File: src/rtl/sawtooth_phase_counter_if.sv
// Purpose: control/ramp bundle between the control registers, the phase counter and the amplitude stage.
// Latency: n/a (wires only); the slave side registers every output.
// Backpressure: none; the consumer must accept one ramp value per cycle.
interface sawtooth_phase_counter_if #(
   parameter int N_FRAC    = 7,
   parameter int N_ACC_EXT = 8,
   parameter int N_DIV     = 8
);
   localparam int W = N_FRAC + 1 + N_ACC_EXT;

   logic              enable_i;
   logic              sync_i;
   logic [W-1:0]      freq_word_i;
   logic [N_DIV-1:0]  divider_i;
   logic [N_FRAC:0]   counter_value_o;
   logic              next_counter_value_strobe_o;
   logic              wrap_o;

   // Control side: drives run/sync/frequency/divider, observes the ramp.
   modport master (
      output enable_i, sync_i, freq_word_i, divider_i,
      input  counter_value_o, next_counter_value_strobe_o, wrap_o
   );

   // Phase counter side.
   modport slave (
      input  enable_i, sync_i, freq_word_i, divider_i,
      output counter_value_o, next_counter_value_strobe_o, wrap_o
   );
endinterface

File: src/rtl/sawtooth_phase_counter.sv
// Purpose: prescaled phase accumulator producing a signed sawtooth ramp with a valid strobe and wrap flag.
// Latency: 1 cycle from the tick/sync edge to strobe and new value; all outputs registered.
// Backpressure: none; a new value may appear every cycle (divider 0 or sync held).
module sawtooth_phase_counter #(
   parameter int N_FRAC    = 7,
   parameter int N_ACC_EXT = 8,
   parameter int N_DIV     = 8
) (
   input  logic                          clk_i,
   input  logic                          rst_i,
   sawtooth_phase_counter_if.slave       phase_if
);
   localparam int W = N_FRAC + 1 + N_ACC_EXT;
   localparam logic [N_FRAC:0] RAMP_MIN = {1'b1, {N_FRAC{1'b0}}};

   logic [W-1:0]     acc_q,      acc_d;
   logic [N_DIV-1:0] div_cnt_q,  div_cnt_d;
   logic [N_FRAC:0]  value_q,    value_d;
   logic             strobe_q,   strobe_d;
   logic             wrap_q,     wrap_d;
   logic [W:0]       acc_sum;
   logic             tick;

   // Next-state: sync restarts phase and prescaler, otherwise a tick advances the phase.
   always_comb begin
      acc_d     = acc_q;
      div_cnt_d = div_cnt_q;
      value_d   = value_q;
      strobe_d  = 1'b0;
      wrap_d    = 1'b0;
      acc_sum   = {1'b0, acc_q} + {1'b0, phase_if.freq_word_i};
      tick      = phase_if.enable_i && (div_cnt_q == '0);

      if (phase_if.sync_i) begin
         acc_d     = '0;
         div_cnt_d = phase_if.divider_i;
         value_d   = RAMP_MIN;
         strobe_d  = 1'b1;
      end else if (tick) begin
         acc_d     = acc_sum[W-1:0];
         div_cnt_d = phase_if.divider_i;
         // Offset binary to two's complement: flip the MSB, drop the extension bits.
         value_d   = {~acc_sum[W-1], acc_sum[W-2:N_ACC_EXT]};
         strobe_d  = 1'b1;
         wrap_d    = acc_sum[W];
      end else if (phase_if.enable_i) begin
         div_cnt_d = div_cnt_q - N_DIV'(1);
      end
   end

   // State and output registers; reset clears any pending strobe immediately.
   always_ff @(posedge clk_i or negedge rst_i) begin
      if (!rst_i) begin
         acc_q     <= '0;
         div_cnt_q <= '0;
         value_q   <= RAMP_MIN;
         strobe_q  <= 1'b0;
         wrap_q    <= 1'b0;
      end else begin
         acc_q     <= acc_d;
         div_cnt_q <= div_cnt_d;
         value_q   <= value_d;
         strobe_q  <= strobe_d;
         wrap_q    <= wrap_d;
      end
   end

   assign phase_if.counter_value_o             = value_q;
   assign phase_if.next_counter_value_strobe_o = strobe_q;
   assign phase_if.wrap_o                      = wrap_q;
endmodule
File: src/flat_wrapper.sv
// flat-port wrapper written by rule: the top's interface ports become plain ports
module sawtooth_phase_counter_flat 
#(
   parameter int N_FRAC    = 7,
   parameter int N_ACC_EXT = 8,
   parameter int N_DIV     = 8
)
  (clk_i, rst_i, phase_if_enable_i, phase_if_sync_i, phase_if_freq_word_i, phase_if_divider_i, phase_if_counter_value_o, phase_if_next_counter_value_strobe_o, phase_if_wrap_o);
  sawtooth_phase_counter_if #(.N_FRAC(N_FRAC), .N_ACC_EXT(N_ACC_EXT), .N_DIV(N_DIV)) phase_if_i ();
  input  logic clk_i;
  input  logic rst_i;
  input wire logic [$bits(phase_if_i.enable_i)-1:0] phase_if_enable_i;
  input wire logic [$bits(phase_if_i.sync_i)-1:0] phase_if_sync_i;
  input wire logic [$bits(phase_if_i.freq_word_i)-1:0] phase_if_freq_word_i;
  input wire logic [$bits(phase_if_i.divider_i)-1:0] phase_if_divider_i;
  output wire logic [$bits(phase_if_i.counter_value_o)-1:0] phase_if_counter_value_o;
  output wire logic [$bits(phase_if_i.next_counter_value_strobe_o)-1:0] phase_if_next_counter_value_strobe_o;
  output wire logic [$bits(phase_if_i.wrap_o)-1:0] phase_if_wrap_o;
  assign phase_if_i.enable_i = phase_if_enable_i;
  assign phase_if_i.sync_i = phase_if_sync_i;
  assign phase_if_i.freq_word_i = phase_if_freq_word_i;
  assign phase_if_i.divider_i = phase_if_divider_i;
  assign phase_if_counter_value_o = phase_if_i.counter_value_o;
  assign phase_if_next_counter_value_strobe_o = phase_if_i.next_counter_value_strobe_o;
  assign phase_if_wrap_o = phase_if_i.wrap_o;
  sawtooth_phase_counter #(.N_FRAC(N_FRAC), .N_ACC_EXT(N_ACC_EXT), .N_DIV(N_DIV)) u_core (.clk_i(clk_i), .rst_i(rst_i), .phase_if(phase_if_i));
endmodule
File: config.mk
export PLATFORM = sky130hd
export DESIGN_NAME = sawtooth_phase_counter_flat
export DESIGN_NICKNAME = d
export VERILOG_FILES = /design/src/rtl/sawtooth_phase_counter_if.sv /design/src/rtl/sawtooth_phase_counter.sv /design/src/flat_wrapper.sv
export SDC_FILE = /design/constraint.sdc
export NUM_CORES = 1
export LEC_CHECK = 0
export BUFFER_PORTS_ARGS = -buffer_cell sky130_fd_sc_hd__buf_4
export CORE_UTILIZATION = 50
export DETAILED_ROUTE_END_ITERATION = 16
export PLACE_DENSITY = 0.73
export SLEW_MARGIN = 25
export SYNTH_ARGS = -nofsm -noshare
export SYNTH_HDL_FRONTEND = slang
export SYNTH_SLANG_ARGS = --single-unit
File: constraint.sdc
create_clock -name clk_i -period 3.1 [get_ports clk_i]
set_clock_uncertainty 0.1 [all_clocks]
set_input_delay 0.62 -clock clk_i [delete_from_list [all_inputs] [get_ports clk_i]]
set_output_delay 0.62 -clock clk_i [all_outputs]
set_load 0.03 [all_outputs]
==> key figures, run 1 <==
Setup path
  – Critical path class: in2reg
  – RR Endpoint: u_core.phase_if.counter_value_o[6]
  – Source of the worst register-to-register timing path: u_core.acc_q[0]
  – Reg2Reg Setup Slack: 0.54 ns
  – Gate family responsible for the most delay along the worst path: compound AO/OA/AOI/OAI gates
  – Maximum fanout encountered on the critical timing path: 3
  – Data required time of the worst path: 3.18 ns
  – Cell-by-cell listing of the critical path: buf_4 > ha_1 > inv_1 > fa_1 > nor2b_1 > o2111a_2 > o31a_1 > o221a_1 > or3_1 > a32o_1
  – Worst path bufs/invs: 2
  – Critical path launch point type: input port
  – Data arrival at the endpoint of the critical path: 2.70 ns
  – Nature of the critical path endpoint: flip-flop
  – Cell at the slowest stage of the critical path: sky130_fd_sc_hd__o31a_1
  – Depth of the most critical reg-to-reg path: 9
  – Largest stage delay on the critical path: 0.32 ns

Layout
  – Footprint of the multi-input gates: 1110 um2
  – Fraction of layout cells with a size suffix above 1: 0.2024
  – FF+latch area: 676.9 um2
  – Area growth from synthesis to final layout: 16.52%
  – Layout net count: 295
  – Share of the core filled with cells in the final layout: 0.6073
  – Filler Cells Inserted: 341
  – Antenna Cells: 0

Pwr
  – Worst IR Drop VDD: 228.8 uV
  – Total design power: 0.7294 mW
  – Ratio of total power to cell area: 328.1 nW/um2
  – Cell leakage power: 1.083 nW

STA
  – Hold Violations, Final: 0
  – Highest clock rate: 0.3814 GHz
  – Min Hold Slack: 0.1361 ns
  – Setup-failing EPs final: 0
  – Final setup margin: 0.4780 ns
  – Relative slew slack: 0.5955
  – Slew at the pin closest to its max-slew limit: 0.6011 ns
  – Tmin final: 2.622 ns
  – Final-report max-slew violation count: 0
  – Unrepaired setup endpoints after global routing: no
  – Fin Setup TNS: 0 ns
  – Final critical-path share of the clock period: 0.8458

Place
  – Worst Setup Slack post-DPL: 0.2063 ns
  – GPL Wtd Cong: 0.8180
  – Port-buffer cells: 37
  – Hpwl dp: 2988 um

Die
  – Number of ports placed on the die boundary: 38
  – Num rows: 22
  – Horizontal die dimension: 63.78 um
  – Die extent in y: 63.78 um
  – CORE AREA: 3661 um2
  – Starting Density: 0.5212
  – Floorplan die area: 4067 um2

Synth
  – Net count after synthesis: 265
  – Async set-or-reset flop fraction in the synthesized netlist: 1.000
  – Mapped Avg Cell Area: 8.753 um2
  – Number of distinct standard cells referenced by the synthesized netlist: 47
  – Netlist Area Pre-Place: 1908 um2
  – Warning count from the yosys run: 0
  – Biggest area consumer among synthesized cells: sky130_fd_sc_hd__dfrtp_1
  – EDFF count, synth: 0
  – Flip-flop and latch count after synthesis: 27
  – Sequential share of the synthesized area: 0.3548
  – Synth area leaders: sky130_fd_sc_hd__dfrtp_1, sky130_fd_sc_hd__ha_1, sky130_fd_sc_hd__a21oi_1
  – Top flip-flop cell by instance count after synthesis: sky130_fd_sc_hd__dfrtp_1
  – Proportion of netlist area held by the largest area contributor: 0.3410
  – Post-synthesis cell count: 218

Clock tree
  – Post-CTS clock slew at the launch and capture registers of the worst setup and hold paths: 0.10 ns
  – Number of gates resized after cts: 0
  – Count of hold-fix buffers inserted at cts: 0
  – Clock sink total: 27
  – Cell chosen for the clock root: sky130_fd_sc_hd__clkbuf_8
  – Clock buffer count from CTS: 3
  – Setup repair bufs after CTS: 0
  – CTS H-tree depth: 1
  – Worst skew pair latency: 0.28 ns
  – Maximum number of buffers from clock root to sink: 2
  – Clock tree from TritonCTS: yes

Run
  – Number of violations of the max-capacitance limit: 0

Route
  – Average wire per standard cell: 13.13 um
  – Number of DRC violations after detailed routing: 0
  – Post-detailed-route via-to-cell ratio: 5.532
  – Post-detailed-route count of antenna-violating nets: 0
  – Overall via count from detail_route: 1632
  – Iteration-0 DRC count of the detailed router: 76
  – Drt first pass iters: 4
  – Final wirelength: 3872 um

Global routing
  – Number of global-route vias before repair: 1445
  – Global-route wire length before repair: 6465 um
  – Largest net degree at the start of global routing: 28
  – Global routing usage summed across all routing layers: 0.2013
  – Antenna violations before repair: 0
  – Total congestion overflow after global routing: 0

Min path
  – Hold WC Path Type: in2async

Run status
  – Result of the run: complete, no violations
[metal layers]
| layer | wire [um] | vias to the layer above | GRT usage |
|---|---|---|---|
| met5 | 0 | - | 0 |
| met4 | 39 | 0 | 0.05966 |
| met3 | 141 | 4 | 0.02500 |
| met2 | 1862 | 34 | 0.3364 |
| met1 | 1828 | 762 | 0.2714 |
| li1 | - | 832 | - |
[worst max path at each step]
stage / start / endpoint / slack [ns] / cells past startpoint
after global placement: phase_if_freq_word_i[0] / u_core.phase_if.counter_value_o[6] / 0.25 / 10
after floorplan: phase_if_freq_word_i[0] / u_core.phase_if.counter_value_o[6] / 0.42 / 9
after global routing: phase_if_freq_word_i[0] / u_core.phase_if.counter_value_o[6] / 0.44 / 10
after detailed placement: phase_if_freq_word_i[0] / u_core.phase_if.counter_value_o[6] / 0.21 / 10
after CTS: phase_if_freq_word_i[0] / u_core.phase_if.counter_value_o[6] / 0.49 / 10
final: phase_if_freq_word_i[0] / u_core.phase_if.counter_value_o[6] / 0.48 / 10
[placed cells by master, fill, tap and decap left out, types with 3 or more instances in the layout]
cell	synthesis	routed
sky130_fd_sc_hd__a31o_2	3	3
sky130_fd_sc_hd__o21ai_1	11	11
sky130_fd_sc_hd__xnor2_1	5	5
sky130_fd_sc_hd__nor2b_1	3	3
sky130_fd_sc_hd__o21ai_0	15	15
sky130_fd_sc_hd__inv_1	11	11
sky130_fd_sc_hd__ha_1	18	18
sky130_fd_sc_hd__nor3_1	5	5
sky130_fd_sc_hd__clkbuf_8	0	3
sky130_fd_sc_hd__a21oi_1	20	20
sky130_fd_sc_hd__and3_1	3	3
sky130_fd_sc_hd__dfrtp_1	26	26
sky130_fd_sc_hd__nor2_1	9	9
sky130_fd_sc_hd__a22o_1	3	3
sky130_fd_sc_hd__xor2_1	7	7
sky130_fd_sc_hd__a21o_1	5	5
sky130_fd_sc_hd__buf_4	7	38
sky130_fd_sc_hd__nand3_1	3	3
sky130_fd_sc_hd__nor3b_1	3	3
sky130_fd_sc_hd__nand2_1	24	24
[worst reg2reg max path, cell delays in order, from the launching register on]
cell and delay, ns:
sky130_fd_sc_hd__dfrtp_1 0.40, sky130_fd_sc_hd__ha_1 0.20, sky130_fd_sc_hd__inv_1 0.07, sky130_fd_sc_hd__fa_1 0.21, sky130_fd_sc_hd__nor2b_1 0.08, sky130_fd_sc_hd__o2111a_2 0.25
sky130_fd_sc_hd__o31a_1 0.32, sky130_fd_sc_hd__o221a_1 0.28, sky130_fd_sc_hd__or3_1 0.31, sky130_fd_sc_hd__a32o_1 0.26
[cell families after synthesis]
logic type                 share of synthesized area
DFF                                           0.3548
AOI/OAI and AO/OA                             0.2439
buffers and inverters                        0.06360
adders and majority gates                     0.1285
xor gates and xnor gates                     0.05508
and+or+nand+nor                               0.1541
[power breakdown]
group          internal [mW]  switching, mW  total [mW]
Sequential             0.370         0.0171       0.387
Combinational         0.0636         0.0735       0.137
Clock                 0.0902          0.115       0.205
Total                  0.524          0.205       0.729
[sequential cells by signal, summed over array words and instances (netlist names)]
register                                     flops
u_core.acc_q                                     9
u_core.div_cnt_q                                 8
u_core.phase_if.counter_value_o                  8
u_core.phase_if.next_counter_value_strobe_o      1
u_core.phase_if.wrap_o                           1
[through the flow]
step	area, um2	instances
finish	2223	295
global placement	2177	291
floorplan	1908	218
CTS	2223	295
detailed placement	2177	291
global route	2223	295
[synth_stat cells, types with 5 or more instances]
cell type                  count
sky130_fd_sc_hd__ha_1         18
sky130_fd_sc_hd__dfrtp_1      26
sky130_fd_sc_hd__o21ai_0      15
sky130_fd_sc_hd__nand2_1      24
sky130_fd_sc_hd__xnor2_1       5
sky130_fd_sc_hd__a21oi_1      20
sky130_fd_sc_hd__xor2_1        7
sky130_fd_sc_hd__o21ai_1      11
sky130_fd_sc_hd__inv_1        11
sky130_fd_sc_hd__nor3_1        5
sky130_fd_sc_hd__clkbuf_1      5
sky130_fd_sc_hd__a21o_1        5
sky130_fd_sc_hd__nor2_1        9
sky130_fd_sc_hd__buf_4         7
[layout make-up]
cell class / instances / area share
Sequential cell: 27 / 0.3044
Multi-Input combinational cell: 166 / 0.4992
Clock buffer: 3 / 0.01857
Tap cell: 48 / 0.02701
Inverter: 12 / 0.02026
Timing Repair Buffer: 38 / 0.1283
Clock inverter: 1 / 0.002251
Note: power is estimated with default switching activity, not from simulation.
==> inputs of run 2 (changes only) <==
clock period = 2.5 ns   (was 3.1 ns; I/O delays follow)
==> run 2 against run 1 <==
Compared with the run above:
- critical path depth is 1 lower
- flip-flop and latch count stayed put
- global-route usage is 1.5 points higher
- worst hold slack worse by 0.12 ns
- clock power is 26% higher
- final area is 4.3% higher
- die area stayed put
- critical endpoint unchanged
- largest power group unchanged
==> key figures, run 2 (synthesized netlist as in run 1, its figures left out) <==
Place
  – GPL Wtd Cong: 0.8259 (+0.97%)
  – Worst Setup Slack post-DPL: -0.1767 ns (-0.3830 ns)
  – Hpwl dp: 3082 um (+3.1%)
  – Port-buffer cells: 37 (unchanged)
  – Number of instances in the placed design: 300 (+3.1%)
  – Area of placed instances: 2262 um2 (+3.9%)

Pwr
  – Ratio of total power to cell area: 396.0 nW/um2 (+21%)
  – Total design power: 0.9180 mW (+26%)
  – Cell leakage power: 1.131 nW (+4.4%)
  – Worst IR Drop VDD: 249.7 uV (+9.2%)
  – Combinational fraction of design power: 0.196 (+0.008)
  – Internal power: 0.6562 mW (+25%)
  – Net switching fraction of the power: 0.2851 (+0.003675)
  – Sw power: 0.2618 mW (+27%)
  – Clock share of power: 0.281 (about the same)
  – Sequential share of power: 0.523 (-0.008)

Route
  – Routed wl met3: 144 um (+2.1%)
  – Average wire per standard cell: 13.28 um (+1.2%)
  – Iteration-0 DRC count of the detailed router: 51 (-33%)
  – Met2 WL: 1915 um (+2.8%)
  – Drt first pass iters: 4 (unchanged)
  – Detailed-route wire length on metal 1: 1944 um (+6.3%)
  – Highest routed layer: met4
  – Post-detailed-route via-to-cell ratio: 5.469 (-1.1%)
  – Final wirelength: 4051 um (+4.6%)
  – Post-detailed-route count of antenna-violating nets: 0 (unchanged)
  – Overall via count from detail_route: 1668 (+2.2%)
  – Number of DRC violations after detailed routing: 0 (unchanged)

Layout
  – Antenna Cells: 0 (unchanged)
  – Number of flip-flops under the largest register name: 9 (unchanged)
  – Top library cells by usage in the layout, fill and taps aside: sky130_fd_sc_hd__buf_4, sky130_fd_sc_hd__dfrtp_1, sky130_fd_sc_hd__nand2_1
  – Layout net count: 305 (+3.4%)
  – Register with the highest flop count: u_core.acc_q
  – Leading cell type in the layout, fill and taps excluded: sky130_fd_sc_hd__buf_4
  – Fraction of layout cells with a size suffix above 1: 0.2529 (+0.05049)
  – Filler Cells Inserted: 336 (-1.5%)
  – Post-route standard cell area excluding fillers: 2318 um2 (+4.3%)
  – Post-route non-filler standard cell count: 305 (+3.4%)
  – Area growth from synthesis to final layout: 21.51%

Die
  – Die extent in y: 63.78 um (unchanged)
  – Number of ports placed on the die boundary: 38 (unchanged)
  – Num rows: 22 (unchanged)
  – Horizontal die dimension: 63.78 um (unchanged)
  – CORE AREA: 3661 um2 (unchanged)
  – Starting Density: 0.5212 (unchanged)
  – Floorplan die area: 4067 um2 (unchanged)

Setup path
  – Maximum fanout encountered on the critical timing path: 2 (-1)
  – Source of the worst register-to-register timing path: u_core.acc_q[0]
  – Worst Setup EP: u_core.phase_if.counter_value_o[6]
  – Data required time of the worst path: 2.57 ns (-0.61 ns)
  – Nature of the critical path endpoint: flip-flop
  – RR Endpoint: u_core.phase_if.counter_value_o[6]
  – Depth of the most critical reg-to-reg path: 9 (unchanged)
  – Critical path class: reg2reg
  – Critical path launch point type: flip-flop
  – Reg2Reg Setup Slack: 0.06 ns (-0.48 ns)
  – Data arrival at the endpoint of the critical path: 2.51 ns (-0.19 ns)
  – Critical Path Start: u_core.acc_q[0]

STA
  – Highest clock rate: 0.4092 GHz
  – Slew at the pin closest to its max-slew limit: 0.5965 ns (-0.004677 ns)
  – Final critical-path share of the clock period: 0.9774
  – Relative slew slack: 0.5987 (+0.003147)
  – Fin Setup TNS: 0 ns (unchanged)
  – Hold Violations, Final: 0 (unchanged)
  – Final-report max-slew violation count: 0 (unchanged)
  – Unrepaired setup endpoints after global routing: yes
  – Final setup margin: 0.05649 ns (-0.4215 ns)
  – Tmin final: 2.444 ns
  – Setup-failing EPs final: 0 (unchanged)

Run status
  – Result of the run: complete, no violations

Run
  – Number of violations of the max-capacitance limit: 0 (unchanged)

Clock tree
  – Clock tree from TritonCTS: yes
  – Worst skew pair latency: 0.28 ns (about the same)
  – Post-CTS clock slew at the launch and capture registers of the worst setup and hold paths: 0.10 ns (about the same)
  – Clock buffer count from CTS: 3 (unchanged)
  – Count of hold-fix buffers inserted at cts: 0 (unchanged)
  – Cell chosen for the clock root: sky130_fd_sc_hd__clkbuf_8
  – Maximum number of buffers from clock root to sink: 2 (unchanged)
  – CTS H-tree depth: 1 (unchanged)
  – Clock sink total: 27 (unchanged)

Min path
  – Hold WC Path Type: in2async

Global routing
  – Number of global-route vias before repair: 1567 (+8.4%)
  – Global-route wire length before repair: 6886 um (+6.5%)
  – Global routing usage summed across all routing layers: 0.2167 (+0.01539)
  – Largest net degree at the start of global routing: 28 (unchanged)
  – Total congestion overflow after global routing: 0 (unchanged)
  – Antenna violations before repair: 0 (unchanged)
[run 2: cell types whose count changed in the layout (fill, tap and decap cells not counted), sizes merged]
cell,delta
buf,+10
[run 2: area by class of cell]
cell class / count / area [um2] / area share
clock buffer: 3 / 41.29 / 0.01781
clock inverter: 1 / 5.005 / 0.002159
inverter: 12 / 45.04 / 0.01943
multi-input combinational: 166 / 1130 / 0.4873
sequential: 27 / 676.9 / 0.2920
tap: 48 / 60.06 / 0.02590
timing repair buffer: 48 / 360.3 / 0.1554
[run 2: worst min path at each step]
| stage | start | to | slack, ns | cells after the start |
|---|---|---|---|---|
| global route | rst_i | u_core.acc_q[6] | 0.03 | 1 |
| finish | rst_i | u_core.acc_q[4] | 0.02 | 1 |
| global placement | rst_i | u_core.acc_q[4] | 0.34 | 1 |
| CTS | rst_i | u_core.acc_q[6] | 0.02 | 1 |
| detailed placement | rst_i | u_core.acc_q[6] | 0.34 | 1 |
| floorplan | rst_i | u_core.acc_q[0] | 0.10 | 0 |
[run 2: through the flow]
| step | util | hold WS [ns] |
|---|---|---|
| 2_1_floorplan | - | 0.1044 |
| 3_3_place_gp | 0.6179 | 0.3371 |
| 3_5_place_dp | 0.6179 | 0.3392 |
| 4_1_cts | 0.6306 | 0.02483 |
| 5_1_grt | 0.6333 | 0.03464 |
| 6_report | 0.6333 | 0.01688 |
[run 2: power groups by stage]
stage | clock (mW) | combinational [mW] | sequential [mW]
4_1_cts | 0.268 | 0.180 | 0.480
2_1_floorplan | 0 | 0.106 | 0.486
3_3_place_gp | 0 | 0.178 | 0.488
5_1_grt | 0.282 | 0.203 | 0.484
6_report | 0.258 | 0.180 | 0.480
3_5_place_dp | 0 | 0.180 | 0.489
[run 2: routing by layer]
metal	track usage	vias to the layer above
li1	-	856
met1	0.2854	771
met2	0.3670	36
met3	0.02857	5
met5	0	-
met4	0.06818	0
[run 2: worst max-delay path, stage by stage (launching register included)]
cell and delay, ns:
sky130_fd_sc_hd__dfrtp_1 0.39, sky130_fd_sc_hd__ha_2 0.18, sky130_fd_sc_hd__inv_2 0.06, sky130_fd_sc_hd__fa_2 0.21, sky130_fd_sc_hd__nor2b_2 0.05, sky130_fd_sc_hd__o2111a_2 0.25, sky130_fd_sc_hd__o31a_1 0.27, sky130_fd_sc_hd__o221a_1 0.26
sky130_fd_sc_hd__or3_1 0.31, sky130_fd_sc_hd__a32o_1 0.25
[run 2: what timing repair did]
action | 4_1_cts | 5_1_grt
setup buffers | 0 | 1
endpoints found under the hold margin | 0 | 0
endpoints found under the setup margin | 0 | 1
gates resized for setup | 0 | 1
==> inputs of run 3 (changes only) <==
PLACE_DENSITY = 0.75   (was 0.73)
clock period = 2.2 ns   (was 2.5 ns; I/O delays follow)
==> run 3 against run 2 <==
Compared with the run above:
- highest routed layer unchanged
- sequential power grew 14%
- clock power grew 10%
- the run now ends with negative setup slack left
- largest power group unchanged
- final area grew 11%
==> key figures, run 3 (synthesized netlist as in run 1, its figures left out) <==
Pwr
  – Total design power: 1.059 mW (+15%)
  – Cell leakage power: 1.250 nW (+11%)
  – Ratio of total power to cell area: 409.8 nW/um2 (+3.5%)
  – Worst IR Drop VDD: 321.9 uV (+29%)

STA
  – Highest clock rate: 0.4108 GHz (+0.37%)
  – Slew at the pin closest to its max-slew limit: 0.5641 ns (-0.03234 ns)
  – Final critical-path share of the clock period: 1.107 (+0.1292)
  – Relative slew slack: 0.6225 (+0.02384)
  – Fin Setup TNS: -0.2560 ns (-0.2560 ns)
  – Final-report max-slew violation count: 0 (unchanged)
  – Setup-failing EPs final: 2 (+2)
  – Tmin final: 2.435 ns (-0.008942 ns)
  – Final setup margin: -0.2346 ns (-0.2911 ns)
  – Unrepaired setup endpoints after global routing: yes
  – Hold Violations, Final: 0 (unchanged)

Route
  – Iteration-0 DRC count of the detailed router: 56 (+9.8%)
  – Post-detailed-route via-to-cell ratio: 5.457 (-0.22%)
  – Number of DRC violations after detailed routing: 0 (unchanged)
  – Average wire per standard cell: 13.51 um (+1.7%)
  – Overall via count from detail_route: 1779 (+6.7%)
  – Drt first pass iters: 4 (unchanged)
  – Post-detailed-route count of antenna-violating nets: 0 (unchanged)
  – Final wirelength: 4404 um (+8.7%)

Global routing
  – Global routing usage summed across all routing layers: 0.2292 (+0.01246)
  – Global-route wire length before repair: 7431 um (+7.9%)
  – Number of global-route vias before repair: 1676 (+7.0%)
  – Antenna violations before repair: 0 (unchanged)
  – Total congestion overflow after global routing: 0 (unchanged)
  – Largest net degree at the start of global routing: 28 (unchanged)

Setup path
  – Reg2Reg Setup Slack: -0.23 ns (-0.29 ns)
  – Nature of the critical path endpoint: flip-flop
  – RR Endpoint: u_core.phase_if.counter_value_o[6]
  – Data arrival at the endpoint of the critical path: 2.50 ns (about the same)
  – Critical path class: reg2reg
  – Maximum fanout encountered on the critical timing path: 2 (unchanged)
  – Depth of the most critical reg-to-reg path: 9 (unchanged)
  – Critical path launch point type: flip-flop
  – Data required time of the worst path: 2.26 ns (-0.31 ns)
  – Source of the worst register-to-register timing path: u_core.acc_q[0]

Clock tree
  – Cell chosen for the clock root: sky130_fd_sc_hd__clkbuf_8
  – Clock sink total: 27 (unchanged)
  – Maximum number of buffers from clock root to sink: 2 (unchanged)
  – Post-CTS clock slew at the launch and capture registers of the worst setup and hold paths: 0.10 ns (about the same)
  – Clock tree from TritonCTS: yes
  – Worst skew pair latency: 0.27 ns (about the same)
  – Clock buffer count from CTS: 3 (unchanged)
  – CTS H-tree depth: 1 (unchanged)

Die
  – Num rows: 22 (unchanged)
  – CORE AREA: 3661 um2 (unchanged)
  – Starting Density: 0.5212 (unchanged)
  – Horizontal die dimension: 63.78 um (unchanged)
  – Die extent in y: 63.78 um (unchanged)
  – Number of ports placed on the die boundary: 38 (unchanged)
  – Floorplan die area: 4067 um2 (unchanged)

Layout
  – Antenna Cells: 0 (unchanged)
  – Post-route non-filler standard cell count: 326 (+6.9%)
  – Leading cell type in the layout, fill and taps excluded: sky130_fd_sc_hd__buf_4
  – Post-route standard cell area excluding fillers: 2585 um2 (+11%)
  – Layout net count: 326 (+6.9%)
  – Area growth from synthesis to final layout: 35.48%
  – Register with the highest flop count: u_core.acc_q
  – Top library cells by usage in the layout, fill and taps aside: sky130_fd_sc_hd__buf_4, sky130_fd_sc_hd__dfrtp_1, sky130_fd_sc_hd__nand2_1
  – Number of flip-flops under the largest register name: 9 (unchanged)
  – Fraction of layout cells with a size suffix above 1: 0.3417 (+0.08881)
  – Share of the core filled with cells in the final layout: 0.7061 (+0.07280)

Place
  – Number of instances in the placed design: 317 (+5.7%)
  – Hpwl dp: 3172 um (+2.9%)
  – Area of placed instances: 2390 um2 (+5.6%)
  – Port-buffer cells: 37 (unchanged)
  – GPL Wtd Cong: 0.8091 (-2.0%)

Run status
  – Violations in the final reports: negative setup slack
  – Result of the run: finished with violations

Min path
  – Startpoint of the lowest-slack hold path: phase_if_divider_i[0]
  – Endpoint with the worst hold slack: u_core.div_cnt_q[0]
  – Hold WC Path Type: in2reg
  – Count of cells along the worst hold path: 3

Run
  – Number of violations of the max-capacitance limit: 0 (unchanged)
-- run 3: changes by cell type in the layout (fill, tap and decap cells not counted), sizes merged --
cell         change
dlygate4sd3      +1
buf             +20
-- run 3: where the power goes --
part | total, mW | leakage, nW | internal, mW | switching [mW]
logic | 0.229 | 0.871 | 0.112 | 0.117
clock network | 0.285 | 0.0255 | 0.127 | 0.158
registers | 0.545 | 0.354 | 0.522 | 0.0236
total | 1.06 | 1.25 | 0.761 | 0.299
-- run 3: per-layer routing --
layer  vias up  wire length, um  share of wire  GRT usage
met5         -                0              0          0
met4         0               23         0.0052    0.07102
met3         2              168          0.038    0.02500
met2        36             2262           0.51     0.3870
met1       837             1950           0.44     0.3064
li1        904                -              -          -
-- run 3: layout make-up --
type	instances	area (um2)
multi-input cells	166	1232
fillers	295	1076
flip-flops and latches	27	676.9
repair buffers	69	524.3
well taps	48	60.06
inverters	12	45.04
clock buffers	3	41.29
clock inverters	1	5.005
-- run 3: how the worst max path moves through the flow --
stage	startpoint	to	slack (ns)	cells after the start
final	u_core.acc_q[0]	u_core.phase_if.counter_value_o[6]	-0.23	9
after global routing	u_core.acc_q[0]	u_core.phase_if.counter_value_o[6]	-0.31	9
after CTS	u_core.acc_q[0]	u_core.phase_if.counter_value_o[6]	-0.25	9
after detailed placement	phase_if_freq_word_i[0]	u_core.phase_if.counter_value_o[6]	-0.40	10
after global placement	phase_if_freq_word_i[0]	u_core.phase_if.counter_value_o[6]	-0.38	10
after floorplan	phase_if_freq_word_i[0]	u_core.phase_if.counter_value_o[6]	-0.23	9
-- run 3: worst max-delay path, stage by stage, from the launching register on --
cell                       delay (ns)
sky130_fd_sc_hd__dfrtp_1         0.40
sky130_fd_sc_hd__ha_2            0.18
sky130_fd_sc_hd__inv_2           0.06
sky130_fd_sc_hd__fa_2            0.20
sky130_fd_sc_hd__nor2b_2         0.05
sky130_fd_sc_hd__o2111a_2        0.26
sky130_fd_sc_hd__o31a_1          0.27
sky130_fd_sc_hd__o221a_1         0.26
sky130_fd_sc_hd__or3_1           0.31
sky130_fd_sc_hd__a32o_1          0.25
-- run 3: metrics by stage --
step / setup WS (ns) / hold WS, ns
floorplan: -0.2279 / 0.04441
global placement: -0.3751 / 0.2776
detailed placement: -0.4033 / 0.2778
CTS: -0.2461 / 0.2775
global route: -0.3099 / 0.2805
finish: -0.2346 / 0.2837
-- run 3: what timing repair did --
| item | in CTS | in global routing |
|---|---|---|
| pin swaps | 2 | 8 |
| gates resized for setup | 5 | 14 |
| setup endpoints to repair | 4 | 7 |
| hold buffers | 1 | 0 |
| endpoints found under the hold margin | 26 | 0 |
| buffers inserted | 1 | 3 |
